`src/rtl/miriscv_alu_arb_pkg.sv`:
```
// ---------------------------------------------------------------------------
// miriscv_alu_arb_pkg
// Shared definitions for the ALU arbiter slice:
//   - state_e           : response-holding state (EMPTY / FULL)
//   - ARB_NREQ_DEFAULT  : default number of requesters sharing the ALU
//   - ARB_XLEN_DEFAULT  : default datapath width (matches the core XLEN)
//   - ALU_*             : 4-bit ALU opcode encoding seen on alu_op_o
// ---------------------------------------------------------------------------
package miriscv_alu_arb_pkg;

  localparam int ARB_NREQ_DEFAULT = 2;
  localparam int ARB_XLEN_DEFAULT = 32;

  typedef enum logic {
    EMPTY = 1'b0,
    FULL  = 1'b1
  } state_e;

  // Arithmetic / logic ops produce alu_result_i; compare ops produce
  // alu_branch_des_i from the cmp operands.
  localparam logic [3:0] ALU_ADD  = 4'd0;
  localparam logic [3:0] ALU_SUB  = 4'd1;
  localparam logic [3:0] ALU_XOR  = 4'd2;
  localparam logic [3:0] ALU_OR   = 4'd3;
  localparam logic [3:0] ALU_AND  = 4'd4;
  localparam logic [3:0] ALU_SLL  = 4'd5;
  localparam logic [3:0] ALU_SRL  = 4'd6;
  localparam logic [3:0] ALU_SRA  = 4'd7;
  localparam logic [3:0] ALU_SLTS = 4'd8;
  localparam logic [3:0] ALU_SLTU = 4'd9;
  localparam logic [3:0] ALU_EQ   = 4'd10;
  localparam logic [3:0] ALU_NE   = 4'd11;
  localparam logic [3:0] ALU_LTS  = 4'd12;
  localparam logic [3:0] ALU_GES  = 4'd13;
  localparam logic [3:0] ALU_LTU  = 4'd14;
  localparam logic [3:0] ALU_GEU  = 4'd15;

endpackage

```
`src/rtl/miriscv_rr_arbiter.sv`:
```
// ---------------------------------------------------------------------------
// miriscv_rr_arbiter
// Grant selection for the shared ALU.
//   clk, rst : clock and synchronous active-high reset (pointer only)
//   request  : per-requester request vector
//   enable   : grant allowed this cycle
//   grant    : one-hot (or zero) grant, only ever to a requesting index
//   pointer  : index currently holding highest priority
// Build option MIRISCV_ALU_ARB_RR_EN: defined -> round-robin with a pointer
// register; undefined -> fixed priority (index 0 highest), pointer tied 0.
// ---------------------------------------------------------------------------
module miriscv_rr_arbiter
  import miriscv_alu_arb_pkg::*;
#(
  parameter int NREQ = ARB_NREQ_DEFAULT,
  parameter int PW   = (NREQ > 1) ? $clog2(NREQ) : 1
) (
  input  logic            clk,
  input  logic            rst,
  input  logic [NREQ-1:0] request,
  input  logic            enable,
  output logic [NREQ-1:0] grant,
  output logic [PW-1:0]   pointer
);

  logic [PW-1:0] base;

`ifdef MIRISCV_ALU_ARB_RR_EN
  logic [PW-1:0] grant_idx;
  logic [PW-1:0] ptr_q;

  assign base    = ptr_q;
  assign pointer = ptr_q;

  always_comb begin
    grant_idx = '0;
    for (int k = 0; k < NREQ; k++) begin
      if (grant[PW'(k)]) grant_idx = PW'(k);
    end
  end

  // Priority moves to the requester just after the one served.
  always_ff @(posedge clk) begin
    if (rst) begin
      ptr_q <= '0;
    end else if (|grant) begin
      ptr_q <= (grant_idx == PW'(NREQ - 1)) ? '0 : grant_idx + 1'b1;
    end
  end
`else
  logic unused_clk_rst;

  assign base           = '0;
  assign pointer        = '0;
  assign unused_clk_rst = clk ^ rst;
`endif

  // Walk the requesters starting at base, wrapping modulo NREQ; the first
  // active one wins.
  always_comb begin
    logic [PW:0]   sum;
    logic [PW-1:0] idx;
    logic          found;
    grant = '0;
    found = 1'b0;
    sum   = '0;
    idx   = '0;
    for (int k = 0; k < NREQ; k++) begin
      sum = {1'b0, base} + (PW + 1)'(k);
      if (sum >= (PW + 1)'(NREQ)) sum = sum - (PW + 1)'(NREQ);
      idx = sum[PW-1:0];
      if (enable && !found && request[idx]) begin
        grant[idx] = 1'b1;
        found      = 1'b1;
      end
    end
  end

endmodule

```
`src/rtl/miriscv_alu_arbiter.sv`:
```
// ---------------------------------------------------------------------------
// miriscv_alu_arbiter
// Shares one combinational ALU among NREQ requesters and holds a single
// registered response per owner.
//   clk_i, rst_i            : clock, synchronous active-high reset
//   req_valid_i/req_ready_o : per-requester request handshake
//   req_op_i, req_a_i, req_b_i, req_cmp_a_i, req_cmp_b_i : request operands
//   alu_op_o, alu_port_a_o, alu_port_b_o, cmp_a_o, cmp_b_o : to the ALU
//   alu_result_i, alu_branch_des_i : ALU outputs, captured on acceptance
//   rsp_valid_o (one-hot owner), rsp_ready_i, rsp_result_o, rsp_branch_o
// Build option MIRISCV_ALU_ARB_RR_EN selects round-robin arbitration
// (see miriscv_rr_arbiter); default build is fixed priority.
// ---------------------------------------------------------------------------
module miriscv_alu_arbiter
  import miriscv_alu_arb_pkg::*;
#(
  parameter int NREQ = ARB_NREQ_DEFAULT,
  parameter int XLEN = ARB_XLEN_DEFAULT
) (
  input  logic                      clk_i,
  input  logic                      rst_i,
  input  logic [NREQ-1:0]           req_valid_i,
  output logic [NREQ-1:0]           req_ready_o,
  input  logic [NREQ-1:0][3:0]      req_op_i,
  input  logic [NREQ-1:0][XLEN-1:0] req_a_i,
  input  logic [NREQ-1:0][XLEN-1:0] req_b_i,
  input  logic [NREQ-1:0][XLEN-1:0] req_cmp_a_i,
  input  logic [NREQ-1:0][XLEN-1:0] req_cmp_b_i,
  output logic [3:0]                alu_op_o,
  output logic [XLEN-1:0]           alu_port_a_o,
  output logic [XLEN-1:0]           alu_port_b_o,
  output logic [XLEN-1:0]           cmp_a_o,
  output logic [XLEN-1:0]           cmp_b_o,
  input  logic [XLEN-1:0]           alu_result_i,
  input  logic                      alu_branch_des_i,
  output logic [NREQ-1:0]           rsp_valid_o,
  input  logic [NREQ-1:0]           rsp_ready_i,
  output logic [XLEN-1:0]           rsp_result_o,
  output logic                      rsp_branch_o
);

  localparam int PW = (NREQ > 1) ? $clog2(NREQ) : 1;

  state_e          state, state_next;
  logic [PW-1:0]   owner;
  logic [XLEN-1:0] result_q;
  logic            branch_q;

  logic            drain;
  logic            arb_enable;
  logic [NREQ-1:0] grant;
  logic [PW-1:0]   gnt_idx;
  logic            accept;
  logic [PW-1:0]   unused_pointer;

  // Only the owner's rsp_ready_i frees the holding register; reset blocks
  // all grants so req_ready_o stays low while rst_i is high.
  assign drain      = (state == FULL) && rsp_ready_i[owner];
  assign arb_enable = !rst_i && ((state == EMPTY) || drain);

  miriscv_rr_arbiter #(
    .NREQ (NREQ),
    .PW   (PW)
  ) u_arb (
    .clk     (clk_i),
    .rst     (rst_i),
    .request (req_valid_i),
    .enable  (arb_enable),
    .grant   (grant),
    .pointer (unused_pointer)
  );

  // The arbiter grants only valid requesters, so any grant is a handshake.
  assign accept      = |grant;
  assign req_ready_o = grant;

  always_comb begin
    gnt_idx = '0;
    for (int k = 0; k < NREQ; k++) begin
      if (grant[PW'(k)]) gnt_idx = PW'(k);
    end
  end

  // State and response registers; data is only written on acceptance so a
  // held response stays stable under backpressure.
  always_ff @(posedge clk_i) begin
    if (rst_i) begin
      state    <= EMPTY;
      owner    <= '0;
      result_q <= '0;
      branch_q <= 1'b0;
    end else begin
      state <= state_next;
      if (accept) begin
        owner    <= gnt_idx;
        result_q <= alu_result_i;
        branch_q <= alu_branch_des_i;
      end
    end
  end

  // A new acceptance always refills (back-to-back when draining); a drain
  // without a new grant empties the holding register.
  always_comb begin
    state_next = state;
    if (accept) begin
      state_next = FULL;
    end else if (drain) begin
      state_next = EMPTY;
    end
  end

  // With no grant gnt_idx is 0, so the ALU sees requester 0's inputs.
  always_comb begin
    rsp_valid_o = '0;
    if (state == FULL) rsp_valid_o[owner] = 1'b1;
    alu_op_o     = req_op_i[gnt_idx];
    alu_port_a_o = req_a_i[gnt_idx];
    alu_port_b_o = req_b_i[gnt_idx];
    cmp_a_o      = req_cmp_a_i[gnt_idx];
    cmp_b_o      = req_cmp_b_i[gnt_idx];
    rsp_result_o = result_q;
    rsp_branch_o = branch_q;
  end

`ifndef SYNTHESIS
  // A waiting request must keep valid high with frozen operands.
  for (genvar i = 0; i < NREQ; i++) begin : g_req_stable
    assert property (@(posedge clk_i) disable iff (rst_i)
      (req_valid_i[i] && !req_ready_o[i]) |=>
        (req_valid_i[i] && $stable(req_op_i[i]) && $stable(req_a_i[i]) &&
         $stable(req_b_i[i]) && $stable(req_cmp_a_i[i]) && $stable(req_cmp_b_i[i])));
  end

  assert property (@(posedge clk_i) $onehot0(req_ready_o));
`endif

endmodule
```
`config.mk`:
```
export PLATFORM = sky130hd
export DESIGN_NAME = miriscv_alu_arbiter
export DESIGN_NICKNAME = d
export VERILOG_FILES = /design/src/rtl/miriscv_alu_arb_pkg.sv /design/src/rtl/miriscv_rr_arbiter.sv /design/src/rtl/miriscv_alu_arbiter.sv
export SDC_FILE = /design/constraint.sdc
export NUM_CORES = 1
export LEC_CHECK = 0
export ABC_CLOCK_PERIOD_IN_PS = 2340
export BUFFER_PORTS_ARGS = -buffer_cell sky130_fd_sc_hd__buf_2
export CORE_AREA = 2 2 183 185
export CTS_CLUSTER_SIZE = 8
export DETAILED_ROUTE_END_ITERATION = 10
export DIE_AREA = 0 0 185 187
export GPL_TIMING_DRIVEN = 0
export SYNTH_ARGS = -nofsm -noshare
export SYNTH_HDL_FRONTEND = slang
export SYNTH_SLANG_ARGS = --single-unit
```
`constraint.sdc`:
```
create_clock -name clk_i -period 2.34 [get_ports clk_i]
set_clock_uncertainty 0.05 [all_clocks]
set_input_delay 0.234 -clock clk_i [delete_from_list [all_inputs] [get_ports clk_i]]
set_output_delay 0.234 -clock clk_i [all_outputs]
set_load 0.03 [all_outputs]
```
### Word-level counts from Yosys, hierarchy flattened

Cells that the tools add are included.

* muxes and demuxes: 6
* bitwise gates (word level): 1
* reduce and logical (&&, ||, !) cells: 10

Operator list (count)
* $logic_and 1x1->1: 5
* $mux 1: 5
* $logic_not 1->1: 2
* $mux 2: 1
* $reduce_bool 2->1: 1
* $reduce_or 2->1: 1
* $logic_or 1x1->1: 1
* $not 1->1: 1

* register bits after elaboration: 34
* input port bits: 303
* logic and storage cells: 20

### Depth between registers and ports, before layout

* depth after elaboration: 11
* gate-level depth with buffers: 5

### Modules after synthesis

Synthesis repeated with hierarchy kept, for this count alone.

* cell total of the unflattened synthesis: 294
* area, all modules: 2442.3 um2

Modules (own cells, without submodules)
* miriscv_alu_arbiter: instances 1, cells each 290, area each 2414.8 um2, sequential area each 680.7 um2
* miriscv_rr_arbiter: instances 1, cells each 4, area each 27.5 um2, sequential area each 0.0 um2

### Worst setup path after synthesis

Ideal clock, no wire load.

* kind: register to output
* start point: register state
* end point: output req_ready_o[1]
* arrival: 1.334 ns
* path slack: 0.722 ns
* cell stages (with the launch flop): 5
* buffers on the path: 2
* cells stage by stage: dfxtp_1 > nor2b_1 > buf_2 > buf_2 > nor4b_2

* word-level cells in the longest chain between the ends: 9
* elaborated cells on any way between the ends: 10

Ends and longest elaborated chain
* from (decl): line miriscv_alu_arbiter.sv:44 `state_e state, state_next;`
* from (signal assigned): line miriscv_alu_arbiter.sv:93 `state <= state_next;`
* $logic_and 1x1->1 / $not 1->1 (equally long branches): line miriscv_alu_arbiter.sv:58, miriscv_alu_arbiter.sv:59
* $logic_or 1x1->1 *: line miriscv_alu_arbiter.sv:59 `assign arb_enable = !rst_i && ((state == EMPTY) || drain);`
* $logic_and 1x1->1 *: line miriscv_alu_arbiter.sv:59
* $logic_and 1x1->1: line miriscv_rr_arbiter.sv:72 `if (enable && !found && request[idx]) begin`
* $mux 1: line miriscv_rr_arbiter.sv:72
* $logic_not 1->1: line miriscv_rr_arbiter.sv:72
* $logic_and 1x1->1 * (2 in a row): line miriscv_rr_arbiter.sv:72
* $mux 2 *: line miriscv_rr_arbiter.sv:72
* to (decl): line miriscv_alu_arbiter.sv:23 `output logic [NREQ-1:0] req_ready_o,`

Mark *: on every way between the ends. The rest lies on a longest branch, timed or not.

### Worst setup path after layout

Ends and elaborated chain as after synthesis.

==> reports/metrics.cfg <==
[timing]
finalSetupTns_ps=0
period_share_pct=79.88
hold_viol=0
fmaxAchievable_mhz=535.0
rsz0062_at_grt=false
period_needed_ps=1869
setup_viol=0
slew_viol_final=0

[worst_setup_path]
path_class=flip-flop to output pin
cp.arrival_ps=1590
start_kind=flip-flop
endpoint=req_ready_o[1]
timing.rr.end=rsp_result_o[10]
crit_fanout=10
cp-startpoint=state
r2r_slack_ps=1050
rr_startpoint=state
r2r_cells=5
crit_path_end_kind=output pin
crit_required_ps=2060

[synthesis]
synth_top_area_cell=buf_4
synth_top_family_by_area=buffers and inverters
synth-seq-cells=34
synth_cell_types=17
synth_top_area_share_pct=41.08
synthSimpleGateAreaFrac_pct=15.38
yosysSeqAreaShare_pct=27.80
synth.avg_cell_area_sq_um=8.217
synthMuxAreaShare_pct=0
synth-xor-area-share_pct=0
ys_warn_count=0
syn_area_sq_um=2449
synth_fa_ha_area_share_pct=0
synth_compound_area_share_pct=10.32
synthTopCellsByArea=buf_4 41%, dfxtp_1 28%, o211ai_1 10%, nand4_1 8.4%, nand2_1 5.1%
syn_inst=298

[floorplan]
ios=472
die_area_sq_um=34600
core-area_sq_um=32860
std_cell_rows=67
die_w_microns=185
die_h_microns=187
initial_core_util_pct=7.451

[cts]
cts_setup_buffers=0
clock_sinks=34
clk_pin_slew_ps=60
ctsHoldBuffers=0
cts_resized=0
cts.path.max_buffers=2
cts-root-buf=clkbuf_16
clkLatencyLatePin_ps=290
htree_levels=2
cts_buffers=5
cts_tree=done

[pwr]
p_int_uw=1289
pwr-share-comb_pct=36.4
finalPower_uw=2113
pwr-share-clk_pct=33.1
power_density_nw_per_um2=525.1
switchingPower_uw=824.2
vdd_drop_max_mv=0.2218
switching_share_pct=39.01
seq_power_share_pct=30.5
p_leak_uw=0.002213

[grt]
grt_start_max_net_pins=12
grt_pass1_vias=1931
grt_overflow_total=0
grt_pass1_wl_microns=11640
antenna_found_initial=0
track_usage_pct=4.596

[finish]
drive_above_1_share_pct=46.18
final_cells=960
syn_to_final_growth_pct=64.33
final_util_pct=12.24
layout.nets=813

[detailed_routing]
first_pass_iters=4
dr_wl_met3_microns=1021
viasPerCell=2.329
drt_iter0_markers=61
wl_per_cell_microns=8.657
wl_met2_microns=3954
route.detailed.drc=0
wl_microns=8311
vias=2236
met1_length_microns=3280
top_layer=met4
final_antenna_net_count=0

[placement]
hpwl_microns=7170
gp_congestion=0.6805
io_buffers=73
dp.cells=951

[hold_path]
hp-class=primary input to flip-flop

[outcome]
status=finished, final reports clean

[job]
maxCapViolations=0

## kinds of logic (layout without fill, tap and decap cells)
family | after synthesis | after routing
buf+inv | 157 | 238
other cells | 1 | 134
simple gates | 72 | 72
compound gates | 34 | 34
flops | 34 | 34
## flip-flops by register name, indices dropped and copies added, names as in the netlist
| signal | flops |
|---|---|
| rsp_result_o | 32 |
| rsp_branch_o | 1 |
| state | 1 |
## Yosys cell counts, drive strengths merged
cell type and instances:
a21oi 1, and3 1, buf 153, clkbuf 3
conb 1, dfxtp 34, inv 1, nand2 33
nand2b 1, nand4 33, nor2 1, nor2b 1
nor4b 1, o211ai 33, or2 1
## through the flow
stage,hold WS (ps),cell area (sq um),setup slack (ps)
finish,103.8,4024,470.8
global route,105.6,4021,360.4
CTS,86.92,4021,432.9
detailed placement,400.4,3870,766.8
global placement,399.8,3870,772.3
floorplan,253.1,2944,721.9
## power groups by stage
| stage | sequential (uW) | combinational [uW] | clock (uW) |
|---|---|---|---|
| after floorplan | 738 | 552 | 0 |
| after CTS | 645 | 766 | 733 |
| after global placement | 656 | 765 | 0 |
| final | 645 | 769 | 699 |
| after detailed placement | 657 | 765 | 0 |
| after global routing | 650 | 821 | 750 |
## layout make-up
type	instances	area, sq um
inverter	1	3.754
antenna	1	2.502
timing repair buffer	73	365.4
multi-input combinational	239	1129
sequential	34	680.7
fill	3841	28840
tap	448	560.5
buffer	156	1131
clock inverter	2	12.51
clock buffer	6	138.9
## critical path: stages (launching register included)
cell	delay, ps
dfxtp_1	320
nor2b_1	120
buf_2	170
buf_2	210
nor4b_2	240
buf_2	240
## worst min path at each step
stage                     slack [ps]  cells after the start  endpoint  startpoint
after floorplan                  250                      1     state       rst_i
after global placement           400                      2     state       rst_i
after detailed placement         400                      2     state       rst_i
after CTS                         90                      2     state       rst_i
after global routing             110                      2     state       rst_i
final                            100                      2     state       rst_i
## layout by cell type (no fill, tap or decap)
cell type	instances
clkinvlp_4	1
inv_1	1
o211ai_1	33
clkbuf_8	1
or2_1	1
clkbuf_16	5
buf_6	3
a21oi_1	1
nor4b_2	1
and3_1	1
conb_1	133
clkbuf_1	3
nand4_1	33
nand2_1	33
nor2b_1	1
nor2_2	1
clkinv_2	1
buf_2	89
nand2b_1	1
diode_2	1
buf_4	134
dfxtp_1	34
## metal layers
metal | vias to the layer above | GRT usage (%)
met1 | 938 | 5.115
met4 | 0 | 1.007
met3 | 5 | 2.336
met5 | - | 0
met2 | 117 | 7.793
li1 | 1176 | -
Note: power is estimated with default switching activity, not from simulation.
